**config.mk**
```make
export PLATFORM = sky130hd
export DESIGN_NAME = ifu_fetch_pipe
export DESIGN_NICKNAME = d
export VERILOG_FILES = /design/src/rtl/ifu_pkg.sv /design/src/rtl/ifu_fetch_pipe_chk.sv /design/src/rtl/ifu_fifo.sv /design/src/rtl/ifu_fetch_pipe.sv
export SDC_FILE = /design/constraint.sdc
export NUM_CORES = 1
export LEC_CHECK = 0
export ABC_AREA = 1
export BUFFER_PORTS_ARGS = -buffer_cell sky130_fd_sc_hd__buf_2
export CORE_ASPECT_RATIO = 1.75
export CORE_MARGIN = 4
export CORE_UTILIZATION = 40
export CTS_CLUSTER_SIZE = 16
export DETAILED_ROUTE_END_ITERATION = 7
export SLEW_MARGIN = 20
export SYNTH_ARGS = -nofsm -noshare
export SYNTH_HDL_FRONTEND = slang
export SYNTH_SLANG_ARGS = --single-unit
```
**constraint.sdc**
```tcl
create_clock -name clk -period 7.18 [get_ports clk]
set_clock_uncertainty 0.05 [all_clocks]
set_input_delay 0 -clock clk [delete_from_list [all_inputs] [get_ports clk]]
set_output_delay 0 -clock clk [all_outputs]
set_load 0.1 [all_outputs]
```
**src/rtl/ifu_pkg.sv**
```systemverilog
// Shared types and defaults for the instruction fetch unit.
package ifu_pkg;

  localparam int unsigned IFU_ADDR_W  = 30;
  localparam int unsigned IFU_INSTR_W = 32;
  localparam logic [IFU_ADDR_W-1:0] IFU_RESET_PC = 30'h0;

  typedef enum logic [1:0] {
    SEL_SEQ = 2'd0,
    SEL_BR  = 2'd1,
    SEL_JMP = 2'd2,
    SEL_JR  = 2'd3
  } redir_sel_e;

  function automatic logic [IFU_ADDR_W+1:0] pc_to_byte(input logic [IFU_ADDR_W-1:0] addr);
    return {addr, 2'b00};
  endfunction

endpackage

```
**src/rtl/ifu_fetch_pipe_chk.sv**
```systemverilog
// Protocol checks for the fetch unit's memory response interface.
module ifu_fetch_pipe_chk #(
  parameter int unsigned CNT_W = 3
) (
  input logic             clk,
  input logic             rst,
  input logic             rsp_valid_i,
  input logic [CNT_W-1:0] infl_i,
  input logic [CNT_W-1:0] drop_i
);

  a_rsp_needs_request: assert property (@(posedge clk) disable iff (!rst)
    rsp_valid_i |-> (infl_i != {CNT_W{1'b0}}));

  a_drop_le_infl: assert property (@(posedge clk) disable iff (!rst)
    drop_i <= infl_i);

endmodule

```
**src/rtl/ifu_fifo.sv**
```systemverilog
// Small registered FIFO with synchronous clear; no bypass from push to output.
module ifu_fifo #(
  parameter int unsigned WIDTH = 8,
  parameter int unsigned DEPTH = 4
) (
  input  logic                       clk,
  input  logic                       rst,
  input  logic                       clr_i,
  input  logic                       push_i,
  input  logic                       pop_i,
  input  logic [WIDTH-1:0]           data_i,
  output logic [WIDTH-1:0]           data_o,
  output logic [$clog2(DEPTH+1)-1:0] occ_o
);

  localparam int unsigned PTR_W = $clog2(DEPTH);
  localparam int unsigned CNT_W = $clog2(DEPTH+1);

  logic [WIDTH-1:0] mem_q [DEPTH];
  logic [PTR_W-1:0] wr_ptr_q, rd_ptr_q;
  logic [CNT_W-1:0] occ_q, occ_d;
  logic             do_push_s, do_pop_s;

  assign do_push_s = push_i && !clr_i && (occ_q != CNT_W'(DEPTH));
  assign do_pop_s  = pop_i && !clr_i && (occ_q != {CNT_W{1'b0}});
  assign data_o    = mem_q[rd_ptr_q];
  assign occ_o     = occ_q;

  // Occupancy next state: simultaneous push and pop leave it unchanged.
  always_comb begin
    occ_d = occ_q;
    case ({do_push_s, do_pop_s})
      2'b10:   occ_d = occ_q + CNT_W'(1);
      2'b01:   occ_d = occ_q - CNT_W'(1);
      default: occ_d = occ_q;
    endcase
  end

  // Pointer and occupancy registers; pointers wrap naturally at DEPTH.
  always_ff @(posedge clk or negedge rst) begin
    if (!rst) begin
      wr_ptr_q <= {PTR_W{1'b0}};
      rd_ptr_q <= {PTR_W{1'b0}};
      occ_q    <= {CNT_W{1'b0}};
    end else if (clr_i) begin
      wr_ptr_q <= {PTR_W{1'b0}};
      rd_ptr_q <= {PTR_W{1'b0}};
      occ_q    <= {CNT_W{1'b0}};
    end else begin
      if (do_push_s) wr_ptr_q <= wr_ptr_q + PTR_W'(1);
      if (do_pop_s)  rd_ptr_q <= rd_ptr_q + PTR_W'(1);
      occ_q <= occ_d;
    end
  end

  // Storage array, zeroed on reset so the data outputs start at 0.
  always_ff @(posedge clk or negedge rst) begin
    if (!rst) begin
      for (int i = 0; i < int'(DEPTH); i++) mem_q[i] <= {WIDTH{1'b0}};
    end else if (do_push_s) begin
      mem_q[wr_ptr_q] <= data_i;
    end
  end

endmodule

```
**src/rtl/ifu_fetch_pipe.sv**
```systemverilog
// Decoupled instruction fetch: redirect mux, credit-limited requests to memory,
// in-order responses buffered for decode; stale responses dropped after a redirect.
module ifu_fetch_pipe
  import ifu_pkg::*;
#(
  parameter int unsigned          ADDR_W   = IFU_ADDR_W,
  parameter logic [ADDR_W-1:0]    RESET_PC = ADDR_W'(IFU_RESET_PC),
  parameter int unsigned          QDEPTH   = 4,
  parameter int unsigned          INSTR_W  = IFU_INSTR_W
) (
  input  logic                clk,
  input  logic                rst,
  input  logic                jr_valid_i,
  input  logic [ADDR_W-1:0]   jr_target_i,
  input  logic                jmp_valid_i,
  input  logic [ADDR_W-1:0]   jmp_target_i,
  input  logic                br_valid_i,
  input  logic [ADDR_W-1:0]   br_target_i,
  output logic                req_valid_o,
  input  logic                req_ready_i,
  output logic [ADDR_W+1:0]   req_addr_o,
  input  logic                rsp_valid_i,
  input  logic [INSTR_W-1:0]  rsp_data_i,
  output logic                out_valid_o,
  input  logic                out_ready_i,
  output logic [INSTR_W-1:0]  out_instr_o,
  output logic [ADDR_W+1:0]   out_pc_o,
  output logic [ADDR_W+1:0]   out_seq_o,
  output logic [ADDR_W+1:0]   out_seq2_o
);

  localparam int unsigned CNT_W = $clog2(QDEPTH+1);
  localparam int unsigned ENT_W = ADDR_W + INSTR_W;

  logic [ADDR_W-1:0]  fetch_pc_q, fetch_pc_d, rsp_pc_q, rsp_pc_d;
  logic [CNT_W-1:0]   infl_q, infl_d, drop_q, drop_d, occ_s;
  redir_sel_e         sel_s;
  logic [ADDR_W-1:0]  tgt_s;
  logic               redirect_s, credit_s, req_fire_s, push_s, pop_s;
  logic [ENT_W-1:0]   fifo_out_s;
  logic [ADDR_W-1:0]  pc_w_s, seq_w_s, seq2_w_s;

  // Redirect priority: jr over jmp over br.
  always_comb begin
    sel_s = SEL_SEQ;
    tgt_s = fetch_pc_q;
    if (jr_valid_i) begin
      sel_s = SEL_JR;
      tgt_s = jr_target_i;
    end else if (jmp_valid_i) begin
      sel_s = SEL_JMP;
      tgt_s = jmp_target_i;
    end else if (br_valid_i) begin
      sel_s = SEL_BR;
      tgt_s = br_target_i;
    end else begin
      sel_s = SEL_SEQ;
      tgt_s = fetch_pc_q;
    end
  end

  assign redirect_s  = (sel_s != SEL_SEQ);
  assign credit_s    = ({1'b0, infl_q} + {1'b0, occ_s}) < (CNT_W+1)'(QDEPTH);
  assign req_valid_o = rst && !redirect_s && credit_s;
  assign req_fire_s  = req_valid_o && req_ready_i;
  assign push_s      = rsp_valid_i && !redirect_s && (drop_q == {CNT_W{1'b0}});
  assign out_valid_o = (occ_s != {CNT_W{1'b0}});
  assign pop_s       = out_valid_o && out_ready_i && !redirect_s;

  // Next-state for PCs and the in-flight / drop counters.
  always_comb begin
    fetch_pc_d = fetch_pc_q;
    rsp_pc_d   = rsp_pc_q;
    infl_d     = infl_q;
    drop_d     = drop_q;
    case (sel_s)
      SEL_JR, SEL_JMP, SEL_BR: begin
        fetch_pc_d = tgt_s;
        rsp_pc_d   = tgt_s;
        infl_d     = infl_q - CNT_W'(rsp_valid_i);
        drop_d     = infl_q - CNT_W'(rsp_valid_i);
      end
      SEL_SEQ: begin
        if (req_fire_s) fetch_pc_d = fetch_pc_q + ADDR_W'(1);
        else            fetch_pc_d = fetch_pc_q;
        infl_d = infl_q + CNT_W'(req_fire_s) - CNT_W'(rsp_valid_i);
        if (rsp_valid_i && (drop_q != {CNT_W{1'b0}})) begin
          drop_d = drop_q - CNT_W'(1);
        end else if (push_s) begin
          rsp_pc_d = rsp_pc_q + ADDR_W'(1);
        end else begin
          drop_d = drop_q;
        end
      end
      default: begin
        fetch_pc_d = fetch_pc_q;
      end
    endcase
  end

  // State registers.
  always_ff @(posedge clk or negedge rst) begin
    if (!rst) begin
      fetch_pc_q <= RESET_PC;
      rsp_pc_q   <= RESET_PC;
      infl_q     <= {CNT_W{1'b0}};
      drop_q     <= {CNT_W{1'b0}};
    end else begin
      fetch_pc_q <= fetch_pc_d;
      rsp_pc_q   <= rsp_pc_d;
      infl_q     <= infl_d;
      drop_q     <= drop_d;
    end
  end

  ifu_fifo #(.WIDTH(ENT_W), .DEPTH(QDEPTH)) u_fifo (
    .clk    (clk),
    .rst    (rst),
    .clr_i  (redirect_s),
    .push_i (push_s),
    .pop_i  (pop_s),
    .data_i ({rsp_pc_q, rsp_data_i}),
    .data_o (fifo_out_s),
    .occ_o  (occ_s)
  );

  assign pc_w_s      = fifo_out_s[ENT_W-1:INSTR_W];
  assign seq_w_s     = pc_w_s + ADDR_W'(1);
  assign seq2_w_s    = pc_w_s + ADDR_W'(2);
  assign out_instr_o = fifo_out_s[INSTR_W-1:0];

  // The package helper is fixed at the default width; other widths format inline.
  if (ADDR_W == IFU_ADDR_W) begin : g_fmt_pkg
    assign req_addr_o = pc_to_byte(fetch_pc_q);
    assign out_pc_o   = pc_to_byte(pc_w_s);
    assign out_seq_o  = pc_to_byte(seq_w_s);
    assign out_seq2_o = pc_to_byte(seq2_w_s);
  end else begin : g_fmt_gen
    assign req_addr_o = {fetch_pc_q, 2'b00};
    assign out_pc_o   = {pc_w_s, 2'b00};
    assign out_seq_o  = {seq_w_s, 2'b00};
    assign out_seq2_o = {seq2_w_s, 2'b00};
  end

  ifu_fetch_pipe_chk #(.CNT_W(CNT_W)) u_chk (
    .clk         (clk),
    .rst         (rst),
    .rsp_valid_i (rsp_valid_i),
    .infl_i      (infl_q),
    .drop_i      (drop_q)
  );

endmodule

```
==> results.json <==
{
  "rows": 106,
  "io_buffers": 283,
  "fin_util_pct": 48.4,
  "tritoncts": "built",
  "ctsResizeCount": 0,
  "slew_viol_final": 0,
  "cts_buffer_depth": 3,
  "wire_per_inst_um": 17.7,
  "stdcell_count": 3481,
  "root_buffer": "clkbuf_16",
  "synth.most_common_cell": "nand2_1",
  "rrSetupSlack_ns": 3.79,
  "cp.required_ns": 7.13,
  "synthTopCellsByCount": "nand2_1, dfrtp_1, nor2_1, o21ai_0, mux2_2",
  "grt_util_all_layers_pct": 22.9,
  "critPathLaunchType": "flop",
  "worstHoldPathType": "primary input to flop",
  "cp.depth": 12,
  "drt_wl_total_um": 61600,
  "grt_max_degree": 182,
  "ir_worst_vdd_uv": 263,
  "grt_pass1_vias": 18000,
  "crit_chain": "buf_4 -> inv_8 -> nand2_1 -> nand3_1 -> nand2_2 -> inv_1 -> ha_1 -> nand2_2 -> nor2_2 -> nand2_1 -> xor2_1 -> buf_2",
  "worstPathMaxFanout": 124,
  "worstSetupPathType": "flop to primary output",
  "finalNetCount": 2957,
  "grt_antenna_before_repair": 0,
  "max_stage_delay_ns": 0.81,
  "path_delay_family": "buffers and inverters",
  "dp_cells": 3328,
  "crit_end": "out_seq_o[18]",
  "p_leak_nw": 11.6,
  "ys.flop_type": "dfrtp_1",
  "grt_pass1_wl_um": 97800,
  "rsz0062_at_grt": "no",
  "ys_seq_area_share_pct": 41.2,
  "ys_ff_latch": 321,
  "syn_inst": 2509,
  "fin_crit_ns": 4.62,
  "whs_path_depth": 7,
  "critPathLaunch": "u_fifo.rd_ptr_q[0]$_DFFE_PN0P_",
  "num_antenna_cells": 0,
  "syn_avg_cell_area_um2": 7.78,
  "avgViaCountPerCell": 5.18,
  "slew-limit-headroom_pct": 26.5,
  "initial_utilization_pct": 40.6,
  "max_freq_ghz": 0.216,
  "status": "completed",
  "drive_gt1_share_pct": 21.3,
  "setup_violations": 0,
  "ys_types": 42,
  "drc": 0,
  "min_period_over_period_pct": 64.3,
  "placed_area_um2": 21200,
  "die_x_um": 175,
  "cts-htree-levels": 1,
  "r2r_start": "drop_q[0]$_DFFE_PN0P_",
  "synthArstFlopShare_pct": 100,
  "post_cts_buffers": 0,
  "synth_mux_area_share_pct": 9.92,
  "yosysTopAreaCell": "dfrtp_1",
  "max_slew.worst_pin.slew_ns": 1.10,
  "clk_pin_slew_ns": 0.07,
  "core_area_um2": 48000,
  "yosys-top-cells-area": "dfrtp_1, nand2_1, mux2_2, nor2_1, o21ai_0",
  "cp_slowest_cell": "dfrtp_4",
  "clk_latency_ns": 0.57,
  "netlist_area_um2": 19500,
  "synth_top_family_by_area": "simple AND/OR/NAND/NOR gates",
  "gp_congestion": 0.939,
  "synth_xor_xnor_area_share_pct": 1.97,
  "hpwl_um": 43700,
  "numCtsBuffers": 30,
  "drt-initial-drc-count": 1050,
  "yosys.area_share.simple_pct": 27.9,
  "yosys.area_share.adder_pct": 1.23,
  "synth-edff-count": 0,
  "synth_top_area_share_pct": 41.2,
  "finalSetupTns_ns": 0,
  "synth_compound_area_share_pct": 11.1,
  "cts_sinks": 321,
  "final_area_um2": 23200,
  "io_pins": 292,
  "die_h_um": 300,
  "endpoint_kind": "primary output",
  "area_delta_synth_final_pct": 19.0,
  "hold_viol": 0,
  "via_count": 18000,
  "p_per_area_nw_per_um2": 372,
  "rr_worst_depth": 8,
  "overflow": 0,
  "first_pass_iters": 7,
  "yosys_warnings": 0,
  "crit_buf_inv": 4,
  "drtAntennaViolNets": 0,
  "cap_violations": 0,
  "crit_arrival_ns": 4.57,
  "r2r_end": "u_fifo.mem_q[101]$_DFFE_PN0P_",
  "finalPower_mw": 8.65,
  "die_area_um2": 52500
}
-- sequential cells by signal, indices dropped and copies added, names as in the netlist --
name,flops
rsp_pc_q,30
u_fifo.mem_q,248
infl_q,3
fetch_pc_q,30
drop_q,3
u_fifo.wr_ptr_q,2
u_fifo.rd_ptr_q,2
u_fifo.occ_o,3
-- placed cells by master, fill, tap and decap left out, types with 31 or more instances in the layout --
cell type	synthesis	final
clkbuf_16	0	31
nand2_1	743	743
o21a_1	66	66
nand3_1	132	132
o22ai_1	32	32
dlygate4sd3_1	0	96
buf_2	42	282
mux2_2	169	169
dfrtp_1	321	319
nor2_1	301	301
inv_1	136	136
xor2_1	39	39
a21oi_1	42	42
o21ai_0	198	198
-- layer usage --
metal / track usage [%] / routed length, µm
met5: 0 / 0
met4: 9.85 / 2960
met3: 2.24 / 2660
met2: 42.0 / 31300
met1: 27.2 / 24700
-- cell families (layout without fill, tap and decap cells) --
group | count (synthesis) | after routing
and+or+nand+nor | 1297 | 1297
AOI/OAI and AO/OA | 378 | 378
DFF | 321 | 321
buffers and inverters | 278 | 595
muxes | 172 | 172
xor gates and xnor gates | 44 | 44
adders and majority gates | 18 | 18
other | 1 | 8
-- cell type report --
cell class / count / area (µm²)
Fill cell: 4792 / 24800
Timing Repair Buffer: 398 / 2550
Multi-Input combinational cell: 1917 / 10200
Tap cell: 648 / 811
Sequential cell: 321 / 8040
Inverter: 141 / 537
Clock inverter: 15 / 191
Clock buffer: 41 / 883
-- where the power goes --
part	total, mW	internal (mW)	switching (mW)	leakage (nW)
clock network	1.73	1.01	0.724	0.530
logic	4.68	0.790	3.89	6.86
registers	2.23	2.04	0.191	4.19
total	8.65	3.84	4.81	11.6
-- metrics by stage --
step           setup slack (ns)  hold WS (ns)
6_report                   2.56       0.00290
3_5_place_dp               3.20        -0.118
4_1_cts                    2.59       0.00490
2_1_floorplan              2.75        -0.346
5_1_grt                    2.21        0.0359
3_3_place_gp               3.26        -0.121
-- tightest hold or removal path, cell delays in order --
cell	delay, ns
buf_2	0.08
nand2_1	0.04
o21ai_0	0.10
o21ai_0	0.17
nand2_1	0.10
nand2_1	0.05
nand2_1	0.05
-- how the worst min path moves through the flow --
| stage | slack, ns | from | endpoint |
|---|---|---|---|
| finish | 0.003 | jmp_target_i[13] | fetch_pc_q[13]$_DFFE_PN0P_ |
| CTS | 0.005 | jr_target_i[27] | rsp_pc_q[27]$_DFFE_PN0P_ |
| global placement | -0.12 | rst | fetch_pc_q[6]$_DFFE_PN0P_ |
| detailed placement | -0.12 | rst | fetch_pc_q[6]$_DFFE_PN0P_ |
| floorplan | -0.35 | rst | drop_q[0]$_DFFE_PN0P_ |
| global route | 0.04 | jr_target_i[10] | rsp_pc_q[10]$_DFFE_PN0P_ |
-- what timing repair did --
action                     CTS  global route
hold buffers                97             0
setup endpoints to repair    0             0
hold endpoints to repair   464             0
Note: power is estimated with default switching activity, not from simulation.
